## src/rtl/uart_rx_fifo.sv

```systemverilog
// rtl/uart_rx_fifo.sv - byte FIFO between a UART receiver shift register and a consumer
// Bytes are captured on the rising edge of NINTI; reads return registered data one cycle later.
module uart_rx_fifo #(
  parameter int DEPTH = 8,
  parameter int AW    = 3
) (
  input  logic          CLOCK_RX,
  input  logic          NRESET,
  input  logic          NINTI,
  input  logic [7:0]    RX_DATA,
  input  logic          RD_EN,
  input  logic          OVR_CLR,
  output logic [7:0]    RD_DATA,
  output logic          RD_VALID,
  output logic          EMPTY,
  output logic          FULL,
  output logic [AW:0]   COUNT,
  output logic          OVERRUN
);

  typedef enum logic {EMPTY_ST = 1'b0, ACTIVE_ST = 1'b1} state_t;

  state_t          state_q, state_d;
  logic [7:0]      mem [DEPTH];
  logic [AW-1:0]   wr_ptr, rd_ptr;
  logic [AW:0]     count_q, count_d;
  logic            full_q, full_d;
  logic            overrun_q, overrun_d;
  logic [7:0]      rd_data_q;
  logic            rd_valid_q;
  logic            ninti_d;
  logic            wr_strobe, rd_acc, wr_acc;

  // Only the 0->1 transition of NINTI marks a completed byte; a held-high level never writes.
  assign wr_strobe = !ninti_d && NINTI;
  assign rd_acc    = RD_EN && (state_q == ACTIVE_ST);
  assign wr_acc    = wr_strobe && (!full_q || rd_acc);

  always_comb begin
    state_d   = state_q;
    count_d   = count_q;
    overrun_d = overrun_q;
    if (wr_acc && !rd_acc)
      count_d = count_q + (AW+1)'(1);
    else if (rd_acc && !wr_acc)
      count_d = count_q - (AW+1)'(1);
    full_d = (count_d == (AW+1)'(DEPTH));
    case (state_q)
      EMPTY_ST:  if (wr_acc) state_d = ACTIVE_ST;
      ACTIVE_ST: if (count_q == (AW+1)'(1) && rd_acc && !wr_acc) state_d = EMPTY_ST;
      default:   state_d = EMPTY_ST;
    endcase
    // Set wins over a same-cycle clear.
    if (wr_strobe && !wr_acc)
      overrun_d = 1'b1;
    else if (OVR_CLR)
      overrun_d = 1'b0;
  end

  always_ff @(posedge CLOCK_RX or negedge NRESET) begin
    if (!NRESET) begin
      state_q    <= EMPTY_ST;
      wr_ptr     <= '0;
      rd_ptr     <= '0;
      count_q    <= '0;
      full_q     <= 1'b0;
      overrun_q  <= 1'b0;
      rd_data_q  <= 8'h00;
      rd_valid_q <= 1'b0;
      ninti_d    <= 1'b1;
    end else begin
      state_q    <= state_d;
      count_q    <= count_d;
      full_q     <= full_d;
      overrun_q  <= overrun_d;
      ninti_d    <= NINTI;
      rd_valid_q <= rd_acc;
      if (wr_acc)
        wr_ptr <= wr_ptr + AW'(1);
      if (rd_acc) begin
        rd_ptr    <= rd_ptr + AW'(1);
        rd_data_q <= mem[rd_ptr];
      end
    end
  end

  // Storage carries no reset; stale entries are never read because rd_acc requires occupancy.
  always_ff @(posedge CLOCK_RX) begin
    if (wr_acc)
      mem[wr_ptr] <= RX_DATA;
  end

  assign RD_DATA  = rd_data_q;
  assign RD_VALID = rd_valid_q;
  assign EMPTY    = (state_q == EMPTY_ST);
  assign FULL     = full_q;
  assign COUNT    = count_q;
  assign OVERRUN  = overrun_q;

endmodule

```

## config.mk

```make
export PLATFORM = sky130hd
export DESIGN_NAME = uart_rx_fifo
export DESIGN_NICKNAME = d
export VERILOG_FILES = /design/src/rtl/uart_rx_fifo.sv
export SDC_FILE = /design/constraint.sdc
export NUM_CORES = 1
export LEC_CHECK = 0
export CAP_MARGIN = 5
export CORE_MARGIN = 5
export CORE_UTILIZATION = 25
export CTS_CLUSTER_SIZE = 30
export DETAILED_ROUTE_END_ITERATION = 16
export GPL_TIMING_DRIVEN = 0
export SLEW_MARGIN = 40
export SYNTH_ARGS = -nofsm -noshare
export SYNTH_HDL_FRONTEND = slang
export SYNTH_SLANG_ARGS = --single-unit
```

## constraint.sdc

```tcl
create_clock -name CLOCK_RX -period 2.75 [get_ports CLOCK_RX]
set_clock_uncertainty 0.1 [all_clocks]
set_input_delay 0.55 -clock CLOCK_RX [delete_from_list [all_inputs] [get_ports CLOCK_RX]]
set_output_delay 0.55 -clock CLOCK_RX [all_outputs]
set_load 0.01 [all_outputs]
```

==> flow_summary.yaml <==
yosys:
  synth_top_area_share_pct: 55.3
  netlist_top_cells_area: "edfxtp_1 (55%), dfrtp_1 (16%), mux4_2 (10%)"
  syn_inst: 198
  synth.most_common_cell: "edfxtp_1"
  yosys.area.top_type: "edfxtp_1"
  synth-edff-count: 64
  synth-seq-cells: 87
  ys_async_sr_fraction_pct: 26.4
  syn_area_um2: 3470
  synth_cell_types: 35
  yosysWarnings: 0
  synthTopCellsByCount: "edfxtp_1 (64), dfrtp_1 (22), nand2_1 (18)"
  synth-seq-area-share_pct: 71.9
  synthesis.nets: 216
  syn_avg_cell_area_um2: 17.5
  ys.flop_type: "edfxtp_1"
sta:
  fin_crit_ns: 2.62
  fin_crit_sh_pct: 95.3
  fmax_mhz: 382
  slew_headroom_pct: 57.7
  fin_ws_ns: 0.130
  grt_setup_unrepaired: "false"
  drv_slew: 0
  setup_viol: 0
  worst_pin_slew_ns: 0.634
  hold_viol: 0
global_routing:
  grtUsageTotal_pct: 8.83
  grt_max_degree: 24
  grt_pass1_wl_um: 10600
  grt_overflow: 0
  antenna_found_initial: 0
  grt_pass1_vias: 1884
final_layout:
  n_antenna_cell: 0
  regArea_um2: 2500
  multi_input_area_um2: 938
  drive_gt1_share_pct: 23.5
  fillers: 1369
  areaGrowthSynthToFinish_pct: 23.9
  fin_area_um2: 4300
  fin_nets: 256
floorplanning:
  die_h_um: 128
  ios: 29
  die_area_um2: 16400
  fp.coreArea_um2: 13800
  die_w_um: 128
  initial_core_util_pct: 25.2
  rows: 43
clock_tree:
  cts.sinks: 87
  clk_latency_ns: 0.34
  clockBufferDepth: 2
  clock-root-buffer: "clkbuf_16"
  numCtsBuffers: 9
  holdBufCountCts: 0
  cts.clk_slew.worst_paths_ns: 0.07
  tritoncts: "built"
  h-tree-depth: 3
routing:
  drt_wl_total_um: 6570
  viasPerCell: 4.21
  first_pass_iters: 5
  vias: 1780
  drc: 0
  drt-initial-drc-count: 157
  wl_per_cell_um: 15.5
  ant_nets: 0
place:
  dp_hpwl_um: 4510
  gp_congestion: 0.742
  place_area_um2: 4010
  portBuffers: 28
  dp_slack_ns: -0.367
setup_path:
  startpoint_type: "primary input"
  required_ns: 2.62
  arrival_ns: 2.49
  cp-end-kind: "register"
  r2r-start: "ninti_d"
  worst-r2r-cell-count: 5
  crit_fanout: 8
  startpoint: "NINTI"
  critPathKind: "in -> reg"
min_path:
  min_path_type: "in -> async"
power_and_ir_drop:
  p_per_area_nw_per_um2: 996
  vdd.ir_drop.worst_mv: 0.452
  p_leak_nw: 1.49
status:
  status: "complete, no violations"
job:
  drv_cap: 0
sequential cells by signal (all words and copies together) (netlist names), 3 cells and up:
register	cells
mem	64
RD_DATA	8
wr_ptr	3
rd_ptr	3
COUNT	4
what timing repair did:
item / 4_1_cts / 5_1_grt
setup endpoints to repair: 8 / 0
resized for setup: 1 / 0
buffers inserted: 0 / 0
power by group:
part	switching [mW]	leakage, nW	total [mW]	internal, mW
logic	0.631	0.498	1.30	0.667
clock network	0.533	0.134	1.17	0.634
registers	0.177	0.854	1.82	1.65
total	1.34	1.49	4.29	2.95
cell type report:
cell class	count	area share, %
sequential	87	58.1
tap	180	5.23
clock inverter	7	1.51
clock buffer	9	5.23
multi-input combinational	97	21.8
buffer	8	1.08
timing repair buffer	29	6.57
inverter	6	0.523
critical path, stage by stage:
cell and delay [ns]:
clkdlybuf4s50_1 0.54, nand2b_4 0.06, buf_6 0.13, a21oi_1 0.38
nand2_1 0.28, nor2_2 0.55
cell usage in the layout (no fill, tap or decap), types with 2 or more instances in the layout:
cell             instances
edfxtp_1                64
clkdlybuf4s50_1         27
dfrtp_1                 22
nand2_1                 18
mux4_2                  16
o21ai_0                 11
clkbuf_16                9
mux2i_1                  8
nor2_2                   6
inv_1                    5
buf_2                    5
ha_1                     5
nand3_1                  4
xnor2_1                  4
nor2_1                   3
nand2b_1                 3
clkinvlp_4               3
inv_8                    3
xor2_1                   2
clkbuf_1                 2
buf_4                    2
metrics by stage:
step / hold WS, ns / power, mW / utilization [%] / cells / TNS, ns
after detailed placement: 0.373 / 3.18 / 29.1 / 407 / -13.42
after global routing: 0.122 / 4.57 / 31.3 / 423 / 0
after global placement: 0.367 / 3.12 / 28.9 / 406 / -30.67
after floorplan: 0.154 / 2.65 / - / 198 / 0
after CTS: 0.0927 / 4.35 / 31.3 / 423 / 0
final: 0.0826 / 4.29 / 31.3 / 423 / 0
cell families after synthesis:
family / Yosys count / share of synthesized area (%)
buffers and inverters: 14 / 1.98
and+or+nand+nor: 41 / 5.76
muxes: 25 / 13.0
adders and majority gates: 5 / 1.80
DFF: 87 / 71.9
xor gates and xnor gates: 7 / 1.98
AOI/OAI and AO/OA: 19 / 3.57
path summary, 6_finish.rpt:
check	end	slack (ns)
min	COUNT[2]	0.08
min reg2reg	RD_DATA[6]	0.38
min in group CLOCK_RX	RD_DATA[6]	0.38
max	mem[5][6]	0.13
max reg2reg	mem[5][6]	0.46
max in group asynchronous	ninti_d	2.10
metal layers:
layer | up-vias | share of wire (%) | routed length [µm] | GRT usage [%]
met5 | - | 0 | 0 | 0
met4 | 0 | 1.9 | 125 | 3.56
met3 | 9 | 5.9 | 388 | 3.71
met2 | 40 | 46 | 3000 | 13.2
met1 | 899 | 47 | 3060 | 11.3
li1 | 832 | - | - | -
Power figures use the tool's default switching activity.
==> patch, RTL diff (same flow settings) <==
The parameter `AW` goes from 3 to 2.
--- a/src/rtl/uart_rx_fifo.sv
+++ b/src/rtl/uart_rx_fifo.sv
@@ -3,5 +3,5 @@
 module uart_rx_fifo #(
   parameter int DEPTH = 8,
-  parameter int AW    = 3
+  parameter int AW    = 2
 ) (
   input  logic          CLOCK_RX,
Ports: changed (resized COUNT); port bits go from 29 to 28. No check against the original RTL was run, so the function may have changed too.
==> patch against the original RTL <==
Utilization increased by 0.50 points. Setup slack improved by 0.51 ns. Final area decreased by 39%. Power decreased by 41%. Count of clock-buffer cells in the layout decreased by 4. Clock power decreased by 61%. Final cell count decreased by 38%. Sequential cell count decreased by 35. Synthesized cell count decreased by 37%. Worst hold slack improved by 0.0056 ns. Area after synthesis decreased by 38%. Wire length decreased by 44%.
==> patch: results (changes against the original RTL) <==
P&R area growth vs syn: 23.0% (was 23.9%)
Setup Slack @ Placement: 0.275 ns (was -0.367 ns)
synth unique cells: 29 (was 35)
CP max-delay cell: clkdlybuf4s50_1 (was nor2_2)
Synth area leaders: edfxtp_1, dfrtp_1, mux4_2 (unchanged)
All-Layer GR Usage: 7.45% (was 8.83%)
Filler Cells Inserted: 825 (was 1,369)
maximum vdd drop: 303 uV (was 452 uV)
relative slew slack: 61.5% (was 57.7%)
final wirelength: 3.66 mm (was 6.57 mm)
share of layout cells above drive strength 1: 19.5% (was 23.5%)
CTS root buf: clkbuf_8 (was clkbuf_16)
Vias/cell: 4.11 (was 4.21)
number of global-route vias before repair: 1,127 (was 1,884)
number of flip-flops under the largest register name: 32 (was 64)
Sw Share: 30.9% (was 31.3%)
met1 Track Usage GR: 9.24% (was 11.3%)
P_clk: 452 uW (was 1.17 mW)
largest net degree at the start of global routing: 21 (was 24)
post-synthesis sequential area ratio: 68.3% (was 71.9%)
CTS clk-pin slew, worst paths: 0.10 ns (was 0.07 ns)
Initial DRC Count: 31 (was 157)
H-Tree Level Count: 2 (was 3)
DRT met1 WL: 1.59 mm (was 3.06 mm)
Port-buffer cells: 27 (was 28)
Largest stage delay, worst path: 0.51 ns (was 0.55 ns)
wire length on met3: 216 um (was 388 um)
internal power: 1.76 mW (was 2.95 mW)
GR met2 Demand/Resource: 11.8% (was 13.2%)
status: finished, final reports clean (unchanged)
fraction of registers with async set/reset: 38.5% (was 26.4%)
Post-synth top cells: edfxtp_1, dfrtp_1, mux2_4, mux4_2 (was edfxtp_1, dfrtp_1, nand2_1)
dpl cell area: 0.00254 sq mm (was 0.00401 sq mm)
patch: path summary, 6_finish.rpt:
path | from | endpoint | slack (ns) | depth (start not counted)
min in group CLOCK_RX | RD_DATA[1] | RD_DATA[1] | 0.42 | 1
hold / removal | NRESET | RD_DATA[1] | 0.09 | 1
setup / recovery | RD_EN | mem[3][6] | 0.64 | 4
hold reg to reg | RD_DATA[1] | RD_DATA[1] | 0.42 | 1
setup reg to reg | ninti_d | mem[3][6] | 0.98 | 3
max in group asynchronous | NRESET | ninti_d | 2.10 | 1
patch: kinds of logic after synthesis:
logic type      count (synthesis)  share of synthesized area, %
flops                          52                          68.3
xor+xnor                        7                          2.86
compound gates                 11                          3.39
simple gates                   21                          5.08
buf+inv                        10                          2.28
fa+ha+maj                       7                          4.09
mux                            16                          14.0
patch: final cells by class:
class,instances,area share [%]
flip-flops and latches,52,55.5
multi-input cells,62,23.9
repair buffers,27,10.1
well taps,105,4.99
clock buffers,5,2.61
clock inverters,3,1.04
inverters,7,0.997
plain buffers,3,0.855
